File: config.mk
export PLATFORM = sky130hd
export DESIGN_NAME = mdu_seq_flat
export DESIGN_NICKNAME = d
export VERILOG_FILES = /design/src/rtl/mdu_pkg.sv /design/src/rtl/mdu_if.sv /design/src/rtl/mdu_div_step.sv /design/src/rtl/mdu_seq.sv /design/src/flat_wrapper.sv
export SDC_FILE = /design/constraint.sdc
export NUM_CORES = 2
export LEC_CHECK = 0
export ABC_AREA = 1
export BUFFER_PORTS_ARGS = -buffer_cell sky130_fd_sc_hd__buf_2
export CAP_MARGIN = 20
export CORE_UTILIZATION = 39
export DETAILED_ROUTE_END_ITERATION = 7
export PLACE_DENSITY = 0.53
export SLEW_MARGIN = 20
export SYNTH_ARGS = -nofsm -noshare
export SYNTH_HDL_FRONTEND = slang
export SYNTH_SLANG_ARGS = --single-unit
File: constraint.sdc
create_clock -name clk -period 5.25 [get_ports clk]
set_input_delay 1.05 -clock clk [delete_from_list [all_inputs] [get_ports clk]]
set_output_delay 1.05 -clock clk [all_outputs]
set_load 0.005 [all_outputs]
File: src/rtl/mdu_pkg.sv
// Shared definitions for the sequential multiply/divide unit.
// Contents: op bit indices within the 5-bit mul/div/rem slice (and where that
// slice sits in the ALU control vector), FSM state encoding, decoded
// operation kind, and the default data width.
package mdu_pkg;

    localparam int XLEN_DEF     = 64;
    localparam int MDU_CTRL_OFS = 17;  // bit 0 of op == ALU ctrl bit 17

    localparam int MDU_MUL  = 0;
    localparam int MDU_DIV  = 1;
    localparam int MDU_DIVU = 2;
    localparam int MDU_REM  = 3;
    localparam int MDU_REMU = 4;

    typedef enum logic [1:0] {
        ST_IDLE = 2'd0,
        ST_CALC = 2'd1,
        ST_DONE = 2'd2
    } mdu_state_e;

    typedef enum logic [2:0] {
        K_NONE = 3'd0,
        K_MUL  = 3'd1,
        K_DIV  = 3'd2,
        K_DIVU = 3'd3,
        K_REM  = 3'd4,
        K_REMU = 3'd5
    } mdu_kind_e;

    // Multi-hot op vectors resolve to the lowest set bit.
    function automatic mdu_kind_e pick_op(input logic [4:0] op);
        if (op[MDU_MUL])       return K_MUL;
        else if (op[MDU_DIV])  return K_DIV;
        else if (op[MDU_DIVU]) return K_DIVU;
        else if (op[MDU_REM])  return K_REM;
        else if (op[MDU_REMU]) return K_REMU;
        else                   return K_NONE;
    endfunction

endpackage

File: src/rtl/mdu_if.sv
// Request/response bundle between the issue stage, the multiply/divide unit
// and the writeback mux.
//   master : issue/writeback side (drives request, flush, out_ready)
//   slave  : the unit (drives in_ready, out_valid, result, busy)
interface mdu_if #(
    parameter int XLEN = 64
);
    logic            in_valid;
    logic            in_ready;
    logic [4:0]      op;
    logic            is_word;
    logic [XLEN-1:0] src1;
    logic [XLEN-1:0] src2;
    logic            flush;
    logic            out_valid;
    logic            out_ready;
    logic [XLEN-1:0] result;
    logic            busy;

    modport master (
        output in_valid, op, is_word, src1, src2, flush, out_ready,
        input  in_ready, out_valid, result, busy
    );

    modport slave (
        input  in_valid, op, is_word, src1, src2, flush, out_ready,
        output in_ready, out_valid, result, busy
    );
endinterface

File: src/rtl/mdu_div_step.sv
// One restoring-division iteration on unsigned magnitudes.
// Ports:
//   rem_in   partial remainder (always < divisor)
//   dvd_msb  top bit of the dividend shift register, shifted in this step
//   divisor  divisor magnitude
//   rem_out  next partial remainder
//   q_bit    quotient bit produced by this step
module mdu_div_step #(
    parameter int XLEN = 64
) (
    input  logic [XLEN-1:0] rem_in,
    input  logic            dvd_msb,
    input  logic [XLEN-1:0] divisor,
    output logic [XLEN-1:0] rem_out,
    output logic            q_bit
);
    // One extra bit: the shifted remainder can reach 2*divisor-1.
    logic [XLEN:0] shifted;
    logic [XLEN:0] diff;

    always_comb begin
        shifted = {rem_in, dvd_msb};
        diff    = shifted - {1'b0, divisor};
        q_bit   = ~diff[XLEN];
        rem_out = q_bit ? diff[XLEN-1:0] : shifted[XLEN-1:0];
    end
endmodule

File: src/rtl/mdu_seq.sv
// Iterative multiply/divide responder, one bit per clock.
// Ports:
//   clk, rst   system clock, synchronous active-high reset
//   bus        mdu_if slave: request (in_valid/in_ready, op, is_word, src1,
//              src2), flush, response (out_valid/out_ready, result), busy
//
// state   | meaning
// IDLE    | ready to accept a request
// CALC    | iterating (or one pass to publish a special-case result)
// DONE    | result valid, waiting for out_ready
module mdu_seq
    import mdu_pkg::*;
#(
    parameter int XLEN = XLEN_DEF
) (
    input logic  clk,
    input logic  rst,
    mdu_if.slave bus
);
    localparam int CW = $clog2(XLEN);

    function automatic logic [XLEN-1:0] sext32(input logic [31:0] v);
        return {{(XLEN-32){v[31]}}, v};
    endfunction

    mdu_state_e      state_q, state_d;
    mdu_kind_e       kind_q;
    logic            word_q, neg_quo_q, neg_rem_q, spec_q, out_valid_q;
    logic [CW-1:0]   cnt_q;
    logic [XLEN-1:0] a_q, b_q, acc_q, result_q;

    logic accept;
    assign bus.in_ready  = (state_q == ST_IDLE);
    assign bus.busy      = (state_q != ST_IDLE);
    assign bus.out_valid = out_valid_q;
    assign bus.result    = result_q;
    assign accept        = bus.in_valid & bus.in_ready & ~bus.flush;

    // ---------------- request decode ----------------
    mdu_kind_e       kind_in;
    logic            sgn_in, divl_in, is_div_in, s1_neg, s2_neg;
    logic            zero_div, ovf, special;
    logic [XLEN-1:0] s1x, s2x, m1, m2, min_val, spec_res;

    always_comb begin
        kind_in   = pick_op(bus.op);
        sgn_in    = (kind_in == K_DIV) || (kind_in == K_REM);
        is_div_in = (kind_in == K_DIV) || (kind_in == K_DIVU);
        divl_in   = is_div_in || (kind_in == K_REM) || (kind_in == K_REMU);

        if (bus.is_word) begin
            s1x = sgn_in ? sext32(bus.src1[31:0]) : {{(XLEN-32){1'b0}}, bus.src1[31:0]};
            s2x = sgn_in ? sext32(bus.src2[31:0]) : {{(XLEN-32){1'b0}}, bus.src2[31:0]};
        end else begin
            s1x = bus.src1;
            s2x = bus.src2;
        end

        s1_neg = sgn_in & s1x[XLEN-1];
        s2_neg = sgn_in & s2x[XLEN-1];
        m1     = s1_neg ? -s1x : s1x;
        m2     = s2_neg ? -s2x : s2x;

        // Most negative value of the selected width, already sign-extended.
        min_val  = bus.is_word ? ({XLEN{1'b1}} << 31) : ({XLEN{1'b1}} << (XLEN-1));
        zero_div = divl_in && (s2x == '0);
        ovf      = sgn_in && (s1x == min_val) && (s2x == '1);
        special  = (kind_in == K_NONE) || zero_div || ovf;

        spec_res = '0;
        if (zero_div)
            spec_res = is_div_in ? '1 : (bus.is_word ? sext32(bus.src1[31:0]) : bus.src1);
        else if (ovf)
            spec_res = is_div_in ? s1x : '0;
    end

    // ---------------- iteration datapath ----------------
    logic            is_mul_q, is_div_q, q_bit;
    logic [XLEN-1:0] rem_nx, a_nx, b_nx, acc_nx, quo_fix, rem_fix, raw, res_final;

    assign is_mul_q = (kind_q == K_MUL);
    assign is_div_q = (kind_q == K_DIV) || (kind_q == K_DIVU);

    mdu_div_step #(.XLEN(XLEN)) u_step (
        .rem_in  (acc_q),
        .dvd_msb (a_q[XLEN-1]),
        .divisor (b_q),
        .rem_out (rem_nx),
        .q_bit   (q_bit)
    );

    always_comb begin
        if (is_mul_q) begin
            acc_nx = acc_q + (b_q[0] ? a_q : '0);
            a_nx   = a_q << 1;
            b_nx   = b_q >> 1;
        end else begin
            // Quotient bits enter the dividend register as it drains.
            acc_nx = rem_nx;
            a_nx   = {a_q[XLEN-2:0], q_bit};
            b_nx   = b_q;
        end
        quo_fix   = neg_quo_q ? -a_nx : a_nx;
        rem_fix   = neg_rem_q ? -rem_nx : rem_nx;
        raw       = is_mul_q ? acc_nx : (is_div_q ? quo_fix : rem_fix);
        res_final = word_q ? sext32(raw[31:0]) : raw;
    end

    // ---------------- FSM ----------------
    always_comb begin
        state_d = state_q;
        case (state_q)
            ST_IDLE: if (accept) state_d = ST_CALC;
            ST_CALC: if (spec_q || cnt_q == '0) state_d = ST_DONE;
            ST_DONE: if (bus.out_ready) state_d = ST_IDLE;
            default: state_d = ST_IDLE;
        endcase
        if (bus.flush) state_d = ST_IDLE;
    end

    always_ff @(posedge clk) begin
        if (rst) begin
            state_q     <= ST_IDLE;
            out_valid_q <= 1'b0;
        end else begin
            state_q     <= state_d;
            out_valid_q <= (state_d == ST_DONE);
        end
    end

    always_ff @(posedge clk) begin
        if (rst) begin
            kind_q    <= K_NONE;
            word_q    <= 1'b0;
            neg_quo_q <= 1'b0;
            neg_rem_q <= 1'b0;
            spec_q    <= 1'b0;
            cnt_q     <= '0;
            a_q       <= '0;
            b_q       <= '0;
            acc_q     <= '0;
            result_q  <= '0;
        end else if (accept) begin
            kind_q    <= kind_in;
            word_q    <= bus.is_word;
            neg_quo_q <= s1_neg ^ s2_neg;
            neg_rem_q <= s1_neg;
            spec_q    <= special;
            cnt_q     <= bus.is_word ? CW'(31) : CW'(XLEN-1);
            // Word dividends are left-aligned so 32 steps consume them fully.
            a_q       <= (kind_in == K_MUL) ? s1x : (bus.is_word ? (m1 << (XLEN-32)) : m1);
            b_q       <= (kind_in == K_MUL) ? s2x : m2;
            acc_q     <= special ? spec_res : '0;
        end else if (state_q == ST_CALC && !bus.flush) begin
            if (spec_q) begin
                result_q <= acc_q;
            end else begin
                a_q   <= a_nx;
                b_q   <= b_nx;
                acc_q <= acc_nx;
                cnt_q <= cnt_q - 1'b1;
                if (cnt_q == '0) result_q <= res_final;
            end
        end
    end
endmodule

File: src/flat_wrapper.sv
// flat-port wrapper written by rule: the top's interface ports become plain ports
module mdu_seq_flat import mdu_pkg::*;
#(
    parameter int XLEN = XLEN_DEF
)
  (clk, rst, bus_in_valid, bus_op, bus_is_word, bus_src1, bus_src2, bus_flush, bus_out_ready, bus_in_ready, bus_out_valid, bus_result, bus_busy);
  mdu_if #(.XLEN(XLEN)) bus_i ();
  input logic clk;
  input logic rst;
  input wire logic [$bits(bus_i.in_valid)-1:0] bus_in_valid;
  input wire logic [$bits(bus_i.op)-1:0] bus_op;
  input wire logic [$bits(bus_i.is_word)-1:0] bus_is_word;
  input wire logic [$bits(bus_i.src1)-1:0] bus_src1;
  input wire logic [$bits(bus_i.src2)-1:0] bus_src2;
  input wire logic [$bits(bus_i.flush)-1:0] bus_flush;
  input wire logic [$bits(bus_i.out_ready)-1:0] bus_out_ready;
  output wire logic [$bits(bus_i.in_ready)-1:0] bus_in_ready;
  output wire logic [$bits(bus_i.out_valid)-1:0] bus_out_valid;
  output wire logic [$bits(bus_i.result)-1:0] bus_result;
  output wire logic [$bits(bus_i.busy)-1:0] bus_busy;
  assign bus_i.in_valid = bus_in_valid;
  assign bus_i.op = bus_op;
  assign bus_i.is_word = bus_is_word;
  assign bus_i.src1 = bus_src1;
  assign bus_i.src2 = bus_src2;
  assign bus_i.flush = bus_flush;
  assign bus_i.out_ready = bus_out_ready;
  assign bus_in_ready = bus_i.in_ready;
  assign bus_out_valid = bus_i.out_valid;
  assign bus_result = bus_i.result;
  assign bus_busy = bus_i.busy;
  mdu_seq #(.XLEN(XLEN)) u_core (.clk(clk), .rst(rst), .bus(bus_i));
endmodule
==> run metrics <==
top achievable clock speed 197 MHz; most common cell in the netlist nand2_1; status completed; total core area 90300 µm²; layout cells sized above 1 12.0%; required time worst endpoint 5740 ps; most frequent cells after synthesis nand2_1, inv_1, nor2_1, a21oi_1, o21ai_0; HP Class flip-flop to flip-flop; CTS sink count 272; DRC Markers 0; vias in the first global route 43200; Initial DRC Count 6719; chip width between 300 and 400 µm; initial antenna violation count 21; Initial Utilization 39.4%; drt wl/cell between 20 and 30 µm; drt pass-1 iters 7; clk slew on worst S/H paths roughly 70 ps; Root Buffer clkbuf_16; Arrival @ worst endpoint about 5600 ps; clock share of power 21.0%; Crit. End Element flip-flop; Synth Register Bits 272; LEAKAGE ~21 nW; I/O Buffers ~210; most used cell, CP nand2_1; CP Class flip-flop to flip-flop; Layout area overhead 15.9%; syn nets just under 7000; Final Wtd Congestion 1.20; Via Count 47500; largest net degree at the start of global routing 206; die area 92500 µm²; Netlist cell types 63; slowest CP cell dfxtp_1; Max Cap Violations 0; CP top delay family simple AND/OR/NAND/NOR gates; Final #Nets 7178; Ys Warns 0; sequential power share 16.9%; Setup violations, final 0; Final Hold Vio Count 0; Final Max Tran Viols 0; Switching Share around 54%; cts bufs inserted 40; first-pass GRT wire length 297000 µm; Util after Layout 45.7%; CTS tree yes; WL final roughly 210000 µm; largest area contributor in the netlist nand2_1; Filler cells 10300; Seq/Total Area, Yosys between 10% and 20%; Max Buffers Root-to-Sink 3; Final Cycle Share between 90% and 100%; Slew HR 16.6%; Gate Count Post-Synth between 6000 and 7000; Worst-Skew Late Latency 640 ps; WHS 459 ps; Netlist Area Pre-Place 35600 µm²; PwrDens 345 nW/µm²; Comb power frac between 60 and 70%; Rows 110; top post-synthesis cells by area nand2_1, dfxtp_1, inv_1; RSZ-0062 raised after global routing yes; CP max FO just under 50; Post-DRT Antenna Nets 0; worst-margin pin slew approximately 1200 ps; average size of a mapped cell 5.41 µm²; CP Buf/Inv Count 4; GRT overflow 0; DIE HEIGHT 304 µm; switching pwr 7.65 mW; internal power 6.60 mW; H-Tree Depth 2; Top Ports 206; Post-DP HPWL approximately 170000 µm; asr flop ratio synth 0%; Vias/cell a little under 6; CP peak stage delay 440 ps; main flop type after synthesis dfxtp_1; setup skew after layout 26.6 ps; CP startpoint kind flip-flop; Tmin final ~5100 ps; top-area cell type share of the netlist area 20.4%; Hold Buf Count CTS 0; Global Route Usage Sum a little over two fifths; Max VDD drop between 0.0002 and 0.0003 V; Post-synth EDFFs 0
stage by stage:
step | total power [mW] | worst slack, ps | instances | cell area (µm²) | setup TNS (ps)
after floorplan | 7.69 | 548 | 6586 | 35600 | 0
after global placement | 10.9 | 24.3 | 8032 | 39700 | 0
after detailed placement | 10.9 | -31.0 | 8032 | 39700 | -31.7
after CTS | 13.9 | 82.7 | 8105 | 41100 | 0
after global routing | 15.0 | -72.4 | 8109 | 41300 | -96.9
final | 14.3 | 173 | 8113 | 41300 | 0
cells by family (layout without fill, tap and decap cells):
| family | Yosys count | after routing | share of synthesized area (%) |
|---|---|---|---|
| and+or+nand+nor | 3300 | 3300 | 38.7 |
| buffers and inverters | 1250 | 1597 | 13.9 |
| other | 0 | 4 | 0 |
| adders and majority gates | 137 | 137 | 4.86 |
| DFF | 272 | 272 | 15.3 |
| xor gates and xnor gates | 174 | 174 | 4.28 |
| AOI/OAI and AO/OA | 1453 | 1453 | 23.0 |
placed cells by master, fill, tap and decap left out, types with 20 or more instances in the layout:
cell / n
nand3_1: 306
xor2_1: 112
a21oi_2: 20
o21bai_1: 21
xnor2_1: 62
nand2_1: 1933
clkbuf_16: 40
buf_4: 357
ha_1: 134
nor4_1: 55
inv_1: 928
o21ai_0: 505
nand2_2: 43
a21oi_1: 574
buf_2: 204
nor2_2: 30
o211ai_1: 85
o221ai_1: 39
nand3b_1: 28
dfxtp_1: 264
o21ai_1: 40
a31oi_1: 57
nand4_1: 77
nor2_1: 636
nor3_1: 123
state kept, by name, summed over array words and instances (netlist names):
register	cells
u_core.b_q	64
u_core.state_q	2
u_core.bus.out_valid	1
u_core.bus.result	64
u_core.neg_quo_q	1
u_core.kind_q	3
u_core.a_q	64
u_core.word_q	1
u_core.spec_q	1
u_core.neg_rem_q	1
u_core.acc_q	64
u_core.cnt_q	6
power groups by stage:
| stage | clock (mW) | combinational, mW | sequential (mW) |
|---|---|---|---|
| after floorplan | 0 | 5.34 | 2.35 |
| after global placement | 0 | 8.47 | 2.43 |
| after detailed placement | 0 | 8.44 | 2.43 |
| after CTS | 3.02 | 8.49 | 2.39 |
| after global routing | 3.07 | 9.51 | 2.40 |
| final | 2.99 | 8.86 | 2.41 |
layout make-up:
| class | instances | area (µm²) | share of cell area (%) |
|---|---|---|---|
| Multi-Input combinational cell | 5064 | 25400 | 61.4 |
| Clock buffer | 56 | 1140 | 2.77 |
| Clock inverter | 17 | 256 | 0.622 |
| Sequential cell | 272 | 5460 | 13.2 |
| Tap cell | 1176 | 1470 | 3.57 |
| Antenna cell | 4 | 10.0 | 0.0243 |
| Inverter | 946 | 3560 | 8.62 |
| Timing Repair Buffer | 578 | 4020 | 9.74 |
final timing paths:
check                             start  cells after the start  slack, ps                     to
setup / recovery       u_core.acc_q[34]                     32        170  u_core.bus.result[63]
hold / removal    u_core.bus.result[29]                      2        460  u_core.bus.result[29]
setup reg to reg       u_core.acc_q[34]                     32        170  u_core.bus.result[63]
hold reg to reg   u_core.bus.result[29]                      2        460  u_core.bus.result[29]
worst reg2reg max path: cells and delay by family (launching register included):
family	cells	cell delay (ps)
AND/OR/NAND/NOR	24	2830
flip-flops	1	440
buffers and inverters	4	760
adder cells (fa/ha/maj)	1	320
AO/OA/AOI/OAI	3	570
routing by layer:
layer	part of all wire, %	up-vias	GRT usage [%]
met5	0.019	-	0
met4	7.4	6	27.8
met3	11	623	10.2
met2	41	2889	65.2
met1	40	22000	57.2
li1	-	22000	-
repair_timing:
action / 4_1_cts / 5_1_grt
setup buffers: 0 / 4
gates resized for setup: 1 / 31
pin swaps: 0 / 7
endpoints found under the hold margin: 0 / 0
endpoints found under the setup margin: 4 / 44
Note: power is estimated with default switching activity, not from simulation.
